--- config.mk ---
export PLATFORM = sky130hd
export DESIGN_NAME = sram_port_arbiter
export DESIGN_NICKNAME = d
export VERILOG_FILES = /design/src/rtl/octree_mem_pkg.sv /design/src/rtl/rr_pick.sv /design/src/rtl/sram_port_arbiter.sv
export SDC_FILE = /design/constraint.sdc
export NUM_CORES = 1
export LEC_CHECK = 0
export ABC_AREA = 0
export BUFFER_PORTS_ARGS = -buffer_cell sky130_fd_sc_hd__buf_2
export CORE_AREA = 2 2 207 209
export DETAILED_ROUTE_END_ITERATION = 10
export DIE_AREA = 0 0 209 211
export HOLD_SLACK_MARGIN = 0.03
export PLACE_DENSITY_LB_ADDON = 0.12
export SETUP_SLACK_MARGIN = 0.15
export SLEW_MARGIN = 20
export SYNTH_ARGS = -nofsm -noshare
export SYNTH_HDL_FRONTEND = slang
export SYNTH_SLANG_ARGS = --single-unit
--- constraint.sdc ---
create_clock -name clk -period 1.63 [get_ports clk]
set_clock_uncertainty 0.15 [all_clocks]
set_input_delay 0.2445 -clock clk [delete_from_list [all_inputs] [get_ports clk]]
set_output_delay 0.2445 -clock clk [all_outputs]
set_load 0.02 [all_outputs]
--- src/rtl/octree_mem_pkg.sv ---
// Shared types and constants for the octree SRAM port arbiter.
package octree_mem_pkg;

    // Width of the mem_sram_* bus
    localparam int unsigned SRAM_DATA_W = 64;
    localparam int unsigned SRAM_ADDR_W = 64;

    // Master ids are sized for the largest supported arbiter (4 masters)
    localparam int unsigned MST_ID_W    = 2;
    localparam int unsigned MAX_MASTERS = 4;

    typedef logic [MST_ID_W-1:0] mst_id_t;

    localparam mst_id_t MST_UPDATER  = 2'd0;
    localparam mst_id_t MST_SEARCHER = 2'd1;

    // SRAM control levels (active-low)
    localparam logic SRAM_CEN_ON = 1'b0;
    localparam logic SRAM_WR     = 1'b0;

    typedef enum logic [0:0] {
        StIdle,
        StGrant
    } arb_state_e;

    // Next master id after id, wrapping at n
    function automatic mst_id_t next_id(input mst_id_t id, input int unsigned n);
        if (32'(id) + 32'd1 >= n) begin
            return '0;
        end
        return id + mst_id_t'(1);
    endfunction

endpackage

--- src/rtl/rr_pick.sv ---
// Rotating-priority picker: first set bit of i_req at or after i_ptr, wrapping.
module rr_pick
    import octree_mem_pkg::*;
#(
    parameter int unsigned N = 2
) (
    input  logic [N-1:0] i_req,
    input  mst_id_t      i_ptr,
    output logic [N-1:0] o_gnt,
    output mst_id_t      o_id,
    output logic         o_valid
);

    logic [2*N-1:0] w_dbl;
    logic [N-1:0]   w_rot;

    // Rotate the request vector so i_ptr lands at bit 0, then take the lowest set bit
    always_comb begin
        w_dbl   = {i_req, i_req} >> i_ptr;
        w_rot   = w_dbl[N-1:0];
        o_gnt   = '0;
        o_id    = '0;
        o_valid = 1'b0;
        for (int j = 0; j < N; j++) begin
            if (!o_valid && w_rot[j]) begin
                o_valid = 1'b1;
                o_id    = mst_id_t'((32'(i_ptr) + 32'(j)) % N);
            end
        end
        for (int i = 0; i < N; i++) begin
            o_gnt[i] = o_valid && (o_id == mst_id_t'(i));
        end
    end

endmodule

--- src/rtl/sram_port_arbiter.sv ---
// Round-robin arbiter sharing one single-port SRAM between NUM_MASTERS engines,
// with lock, bounded hold and read data routed back to the issuing master.
module sram_port_arbiter
    import octree_mem_pkg::*;
#(
    parameter int unsigned NUM_MASTERS    = 2,
    parameter int unsigned DATA_BUS_WIDTH = SRAM_DATA_W,
    parameter int unsigned ADDR_BUS_WIDTH = SRAM_ADDR_W,
    parameter int unsigned MAX_HOLD       = 32,
    parameter int unsigned READ_LATENCY   = 1
) (
    input  logic                                   clk,
    input  logic                                   rst_n,
    input  logic [NUM_MASTERS-1:0]                 m_req,
    input  logic [NUM_MASTERS-1:0]                 m_lock,
    output logic [NUM_MASTERS-1:0]                 m_gnt,
    input  logic [NUM_MASTERS-1:0]                 m_cen,
    input  logic [NUM_MASTERS-1:0]                 m_gwen,
    input  logic [NUM_MASTERS*ADDR_BUS_WIDTH-1:0]  m_a,
    input  logic [NUM_MASTERS*DATA_BUS_WIDTH-1:0]  m_d,
    output logic [NUM_MASTERS-1:0]                 m_rvalid,
    output logic [DATA_BUS_WIDTH-1:0]              m_rdata,
    output logic                                   mem_sram_CEN,
    output logic                                   mem_sram_GWEN,
    output logic [ADDR_BUS_WIDTH-1:0]              mem_sram_A,
    output logic [DATA_BUS_WIDTH-1:0]              mem_sram_D,
    input  logic [DATA_BUS_WIDTH-1:0]              mem_sram_Q,
    output logic [$clog2(NUM_MASTERS)-1:0]         owner,
    output logic                                   busy
);

    localparam int unsigned IdW   = $clog2(NUM_MASTERS);
    localparam int unsigned HoldW = $clog2(MAX_HOLD + 1);

    arb_state_e             r_state;
    logic [NUM_MASTERS-1:0] r_gnt;
    mst_id_t                r_owner;
    mst_id_t                r_rr_ptr;
    logic [HoldW-1:0]       r_hold_cnt;
    logic                   r_tag_v  [READ_LATENCY];
    mst_id_t                r_tag_id [READ_LATENCY];

    arb_state_e             w_state_nxt;
    logic [NUM_MASTERS-1:0] w_gnt_nxt;
    mst_id_t                w_owner_nxt;
    mst_id_t                w_rr_nxt;
    logic [HoldW-1:0]       w_hold_nxt;

    logic                   w_owner_req;
    logic                   w_owner_lock;
    logic                   w_hold_max;
    logic                   w_acc;
    logic                   w_rd_issue;
    mst_id_t                w_pick_ptr;
    logic [NUM_MASTERS-1:0] w_pick_oh;
    mst_id_t                w_pick_id;
    logic                   w_pick_valid;

    assign w_owner_req  = |(m_req & r_gnt);
    assign w_owner_lock = |(m_lock & r_gnt);
    assign w_hold_max   = (r_hold_cnt == HoldW'(MAX_HOLD - 1));
    // While granted, the search for a successor starts just after the owner
    assign w_pick_ptr   = (r_state == StGrant) ? next_id(r_owner, NUM_MASTERS) : r_rr_ptr;

    rr_pick #(
        .N (NUM_MASTERS)
    ) u_rr_pick (
        .i_req   (m_req & ~r_gnt),
        .i_ptr   (w_pick_ptr),
        .o_gnt   (w_pick_oh),
        .o_id    (w_pick_id),
        .o_valid (w_pick_valid)
    );

    // FSM state, grant, round-robin pointer and hold counter registers
    always_ff @(posedge clk) begin
        if (rst_n) begin
            r_state    <= StIdle;
            r_gnt      <= '0;
            r_owner    <= '0;
            r_rr_ptr   <= '0;
            r_hold_cnt <= '0;
        end else begin
            r_state    <= w_state_nxt;
            r_gnt      <= w_gnt_nxt;
            r_owner    <= w_owner_nxt;
            r_rr_ptr   <= w_rr_nxt;
            r_hold_cnt <= w_hold_nxt;
        end
    end

    // Next-state: grant from idle, hand over on release, preempt after a full unlocked hold
    always_comb begin
        w_state_nxt = r_state;
        w_gnt_nxt   = r_gnt;
        w_owner_nxt = r_owner;
        w_rr_nxt    = r_rr_ptr;
        w_hold_nxt  = r_hold_cnt;
        unique case (r_state)
            StIdle: begin
                if (w_pick_valid) begin
                    w_state_nxt = StGrant;
                    w_gnt_nxt   = w_pick_oh;
                    w_owner_nxt = w_pick_id;
                    w_hold_nxt  = '0;
                end
            end
            StGrant: begin
                if (!w_owner_req) begin
                    w_rr_nxt   = next_id(r_owner, NUM_MASTERS);
                    w_hold_nxt = '0;
                    if (w_pick_valid) begin
                        w_gnt_nxt   = w_pick_oh;
                        w_owner_nxt = w_pick_id;
                    end else begin
                        w_state_nxt = StIdle;
                        w_gnt_nxt   = '0;
                    end
                end else if (w_hold_max && !w_owner_lock && w_pick_valid) begin
                    w_rr_nxt    = next_id(r_owner, NUM_MASTERS);
                    w_hold_nxt  = '0;
                    w_gnt_nxt   = w_pick_oh;
                    w_owner_nxt = w_pick_id;
                end else if (!w_hold_max) begin
                    // Saturates at MAX_HOLD-1 so a lock release preempts immediately
                    w_hold_nxt = r_hold_cnt + HoldW'(1);
                end
            end
            default: begin
                w_state_nxt = StIdle;
                w_gnt_nxt   = '0;
            end
        endcase
    end

    // SRAM mux: only a granted master that still requests reaches the SRAM
    always_comb begin
        mem_sram_CEN  = ~SRAM_CEN_ON;
        mem_sram_GWEN = ~SRAM_WR;
        mem_sram_A    = '0;
        mem_sram_D    = '0;
        for (int i = 0; i < NUM_MASTERS; i++) begin
            if (r_gnt[i] && m_req[i]) begin
                mem_sram_CEN  = m_cen[i];
                mem_sram_GWEN = m_gwen[i];
                mem_sram_A    = m_a[i*ADDR_BUS_WIDTH +: ADDR_BUS_WIDTH];
                mem_sram_D    = m_d[i*DATA_BUS_WIDTH +: DATA_BUS_WIDTH];
            end
        end
    end

    assign w_acc      = |(r_gnt & m_req);
    assign w_rd_issue = w_acc && (mem_sram_CEN == SRAM_CEN_ON) && (mem_sram_GWEN != SRAM_WR);

    // Read tag pipe: carries the issuer id so data survives a grant change
    always_ff @(posedge clk) begin
        if (rst_n) begin
            for (int i = 0; i < READ_LATENCY; i++) begin
                r_tag_v[i]  <= 1'b0;
                r_tag_id[i] <= '0;
            end
        end else begin
            r_tag_v[0]  <= w_rd_issue;
            r_tag_id[0] <= r_owner;
            for (int i = 1; i < READ_LATENCY; i++) begin
                r_tag_v[i]  <= r_tag_v[i-1];
                r_tag_id[i] <= r_tag_id[i-1];
            end
        end
    end

    // Return read valid to the master recorded in the last tag stage
    always_comb begin
        m_rvalid = '0;
        for (int i = 0; i < NUM_MASTERS; i++) begin
            m_rvalid[i] = r_tag_v[READ_LATENCY-1] && (r_tag_id[READ_LATENCY-1] == mst_id_t'(i));
        end
    end

    assign m_rdata = mem_sram_Q;
    assign m_gnt   = r_gnt;
    assign busy    = (r_state == StGrant);
    assign owner   = r_owner[IdW-1:0];

endmodule

# [Word-level counts from Yosys, hierarchy flattened]
# Memories as Yosys holds them, arrays and structs flattened.
# Index checks and enable logic that the tools add are counted.
# W data, S select, Z words.
[op_classes] add_sub_neg=4 order_cmp=1 n_eq_ne=7 shift=1 n_mux=49 n_bitwise=6 n_reduce_logical=22
[op_table] cell="$mux W64" n=4
[op_table] cell="$mux W2" n=16
[op_table] cell="$mux W6" n=4
[op_table] cell="$mux W1" n=21
[op_table] cell="$pmux W6 S2" n=1
[op_table] cell="$logic_and A1 B1 Y1" n=11
[op_table] cell="$pmux W2 S2" n=2
[op_table] cell="$add A6 B1 Y6 const B" n=1
[op_table] cell="$and A2 B2 Y2" n=3
[op_table] cell="$eq A6 B5 Y1 const B" n=1
[op_table] cell="$reduce_and A2 Y1" n=3
[op_table] cell="$reduce_or A2 Y1" n=3
[op_table] cell="$eq A2 B1 Y1 const B" n=2
[op_table] cell="$logic_not A2 Y1" n=2
[op_table] cell="$ne A4 B3 Y1 const B" n=1
[op_table] cell="$shr A4 B2 Y2" n=1
[op_table] cell="$add A2 B1 Y3 const B" n=1
[op_table] cell="$ge A3 B2 Y1 const B" n=1
[op_table] cell="$ne A3 B2 Y1 const B" n=1
[op_table] cell="$add A2 B1 Y2 const B" n=1
[op_table] cell="$logic_not A1 Y1" n=2
[op_table] cell="$ne A2 B1 Y1 const B" n=1
[op_table] cell="$ne A2 B2 Y1 const B" n=1
[op_table] cell="$not A1 Y1" n=2
[op_table] cell="other kinds (4)" n=4
[word_totals] regBits=13 ram_bits=3 input_bits=330 out_inout_bits=200 n_memories=2
[mem_list] name="r_tag_id" words=1 word_bits=2 rd=1 rd_clocked_by_memory_dff=0 write_ports=1 line="sram_port_arbiter.sv:41" rtl="mst_id_t r_tag_id [READ_LATENCY];"
[mem_list] name="r_tag_v" words=1 word_bits=1 rd=1 rd_clocked_by_memory_dff=0 write_ports=1 line="sram_port_arbiter.sv:40" rtl="logic r_tag_v [READ_LATENCY];"

# [Longest topological paths before layout]
[logic_depth] ltp_word=17 depth_mapped=7

# [Hierarchy]
# From an unflattened synthesis, not the netlist that was laid out.
[hier_totals] hier_cells=333 area_unflattened_um2=2686.3
[modules_own_cells] mod="sram_port_arbiter" n_inst=1 cells_each=324 area_per_inst_um2=2630.0 seq_area_each_um2=320.3
[modules_own_cells] mod="rr_pick" n_inst=1 cells_each=9 area_per_inst_um2=56.3 seq_area_each_um2=0.0

# [Least setup slack after synthesis]
# OpenSTA, ideal clock, no wires.
[synth_timing] path_kind="register to output" start="reg r_gnt[1], in the netlist m_gnt[1]" end="out mem_sram_A[40]" arrival_ps=1544 t_required_ps=1235 setup_slack_ps=-308 stages_incl_launch_ff=5 path_cell_list="dfxtp_1 and2_1 clkbuf_1 clkbuf_1 a22o_1"
[synth_between] elab_chain_cells=2
[synth_rtl] element="start, declared" line="sram_port_arbiter.sv:36" rtl="logic [NUM_MASTERS-1:0] r_gnt;"
[synth_rtl] element="start signal, assigned" line="sram_port_arbiter.sv:85" rtl="r_gnt <= w_gnt_nxt;"
[synth_rtl] element="$logic_and A1 B1 Y1" line="sram_port_arbiter.sv:143" rtl="if (r_gnt[i] && m_req[i]) begin"
[synth_rtl] element="$mux W64" line="sram_port_arbiter.sv:143"
[synth_rtl] element="end, declared" line="sram_port_arbiter.sv:25" rtl="output logic [ADDR_BUS_WIDTH-1:0] mem_sram_A,"
# No other way between the ends.

# [Worst setup path in the final report]
[layout_timing] start="reg r_gnt[1], in the netlist m_gnt[1]" end="out mem_sram_D[20]"
[layout_between] elab_chain_cells=2
[layout_rtl] element="$logic_and A1 B1 Y1" line="sram_port_arbiter.sv:143"
[layout_rtl] element="$mux W64" line="sram_port_arbiter.sv:143"
[layout_rtl] element="end, declared" line="sram_port_arbiter.sv:26" rtl="output logic [DATA_BUS_WIDTH-1:0] mem_sram_D,"
# No other way between the ends.

==> flow_summary.ini <==
[routing]
dr.pass1.iters = 4
drt-total-wl_mm = 23.8
drt_iter0_drc = 129
wl_per_cell_um = 19.3
vias = 4177
ant_nets = 0
vias_per_cell = 3.38
drc = 0

[sta]
post-route-period-util_pct = 122
tightest_slew_ns = 0.477
fmax_mhz = 502
final_max_slew_viol_count = 0
timing.hold.ws_ns = 0.259
max_slew_margin_pct = 68.0
period_needed_ns = 1.99
layout_setup_ws_ns = -0.362
setup-violations-final = 142
grt_setup_unrepaired = yes
finalHoldViolCount = 0

[grt]
antenna_found_initial = 4
grt_pass1_vias = 4321
grtUsageTotal_pct = 9.73
gr-total-overflow = 0
grt_start_max_net_pins = 35
grt_first_pass_wirelength_mm = 31.7

[setup_path]
reg2reg_setup_slack_ns = -0.35
cp.arrival_ns = 1.60
crit_type = flip-flop to output pin
path_cells = nand2_4 -> and3_4 -> buf_12 -> buf_12 -> a22o_4 -> buf_4
r2r_end = m_gnt[1]
reg2reg_from = m_gnt[1]
crit_buf_inv = 3
path_max_fanout = 16
worst_setup_path_start_kind = flip-flop
slowest_delay_ns = 0.37
critPathCaptureType = output pin
cpMaxStageDelayCell = dfxtp_4
crit_path_end = mem_sram_D[20]
cp-startpoint = m_gnt[1]
cp.required_ns = 1.24
worstSetupPathDepth = 6
crit_family = buffers and inverters
reg2regPathDepth = 6
cpMostUsedCell = buf_12

[min_path]
hold_class = input pin to flip-flop

[logic_synthesis]
yosysUniqueCellTypes = 39
synth_seq_cells = 16
ys_seq_area_share_pct = 12.3
synth.most_common_cell = a22o_1
synthesis.instances = 323
synth_area_um2 = 2600
netlist.top_cell.by_area = a22o_1
synth_ff_type = dfxtp_1
async_reset_ff_share_pct = 0
syn_area_per_cell_um2 = 8.05
synth.area.top_cells = a22o_1, buf_4, dfxtp_1
synth-edff-count = 0
synth_common_cells = a22o_1, buf_4, clkbuf_1
synth_top_area_share_pct = 43.8
ys_warn_count = 0
syn_nets = 655

[cells_and_area]
layout-drive-gt1-share_pct = 87.8
final_area_um2 = 7330
syn_to_final_growth_pct = 182
fillers = 4729
fin_nets = 1030
multi_input_area_um2 = 2800
regArea_um2 = 328

[clock_tree]
cts_tree = done
cts_buffers = 3
insertion_delay_ns = 0.26
clock-sinks = 16
path_clk_slew_ns = 0.06
cts_root_buf = clkbuf_16
ctsHtreeMaxLevel = 1
clockBufferDepth = 2

[floorplanning]
die_area_um2 = 44100
die_w_um = 209
num_rows = 75
coreArea_um2 = 41800
start_util_pct = 6.22
io_pins = 530
die_y_um = 211

[placed_design]
portBuffers = 401
place_area_um2 = 6240
dpl.hpwl_mm = 20.1
gp_congestion = 0.787

[job]
maxCapViolCount = 0

[pwr]
max-vdd-ir-drop_uv = 302
pwr_density_cell_nw_per_um2 = 503
p_leak_nw = 3.77

[status]
status = complete, but fails checks
failed_checks = negative setup slack
## kinds of logic after synthesis
group / share of synthesized area [%]
fa+ha+maj: 0.963
buf+inv: 23.6
compound gates: 50.5
xor+xnor: 1.69
simple gates: 10.6
mux: 0.385
flops: 12.3
## report_power, final
part           internal, W  switching, W  leakage [nW]
sequential        0.000418     0.0000163         0.132
combinational      0.00144       0.00130          3.60
clock             0.000333      0.000181        0.0382
## cells in the final DEF (no fill, tap or decap), drive strengths merged, types with 2 or more instances in the layout
cell,count
buf,461
a22o,130
dfxtp,16
clkbuf,8
nand2,8
nand3,7
nor3,7
a21oi,5
o21ai,5
inv,4
nor2,4
xnor2,4
and3b,3
nor3b,3
a21o,3
a211oi,3
nand2b,3
nor2b,3
and2,2
o22a,2
nand4,2
o22ai,2
ha,2
## worst register-to-register path, stage by stage (launching register included)
cell,delay (ns)
dfxtp_4,0.36
buf_4,0.14
a22o_1,0.24
or4_4,0.48
a21o_1,0.21
o21ai_4,0.15
o22ai_1,0.12
## through the flow
stage	total power (W)	TNS [ns]	cells	setup WS [ns]	util, %
6_report	0.00369	-43.72	1237	-0.362	17.6
5_1_grt	0.00389	-50.58	1236	-0.413	17.6
4_1_cts	0.00363	-46.09	1230	-0.384	16.8
3_5_place_dp	0.00276	-20.01	1215	-0.224	14.9
3_3_place_gp	0.00278	-19.89	1215	-0.260	14.9
2_1_floorplan	0.00206	-0.476	323	-0.0714	-
## state kept, by name (all words and copies together) (netlist names)
register and flops:
r_hold_cnt 6, r_owner 2, m_gnt 2, r_rr_ptr 2
r_tag_v 1, r_tag_id 2, busy 1
## layer usage
metal  global-route usage, %  vias up  routed length (um)
met5                       0        -                  12
met4                    1.23        2                 276
met3                    3.12       15                1830
met2                    17.7      259               12100
met1                    11.4     1929                9650
li1                        -     1972                   -
## worst min-delay path by stage
stage | startpoint | end | slack (ns) | cells after the start
global placement | r_owner[1] | r_tag_id[0][1] | 0.33 | 2
floorplan | r_owner[1] | r_tag_id[0][1] | 0.28 | 2
CTS | m_cen[0] | r_tag_v[0] | 0.15 | 3
global route | m_cen[0] | r_tag_v[0] | 0.30 | 4
detailed placement | r_rr_ptr[1] | r_rr_ptr[1] | 0.32 | 2
finish | rst_n | r_tag_id[0][0] | 0.26 | 2
## cell type report
class	instances	share of cell area, %
Tap cell	539	9.19
Multi-Input combinational cell	208	38.2
Sequential cell	16	4.47
Timing Repair Buffer	465	46.9
Antenna cell	1	0.0341
Clock buffer	4	1.07
Inverter	4	0.205
## timing repair
action,CTS,global route
gates cloned,3,4
hold buffers,0,0
endpoints found under the setup margin,143,143
resized for setup,177,52
setup buffers,8,2
pin swaps,2,5
(Power assumes the default switching activity.)
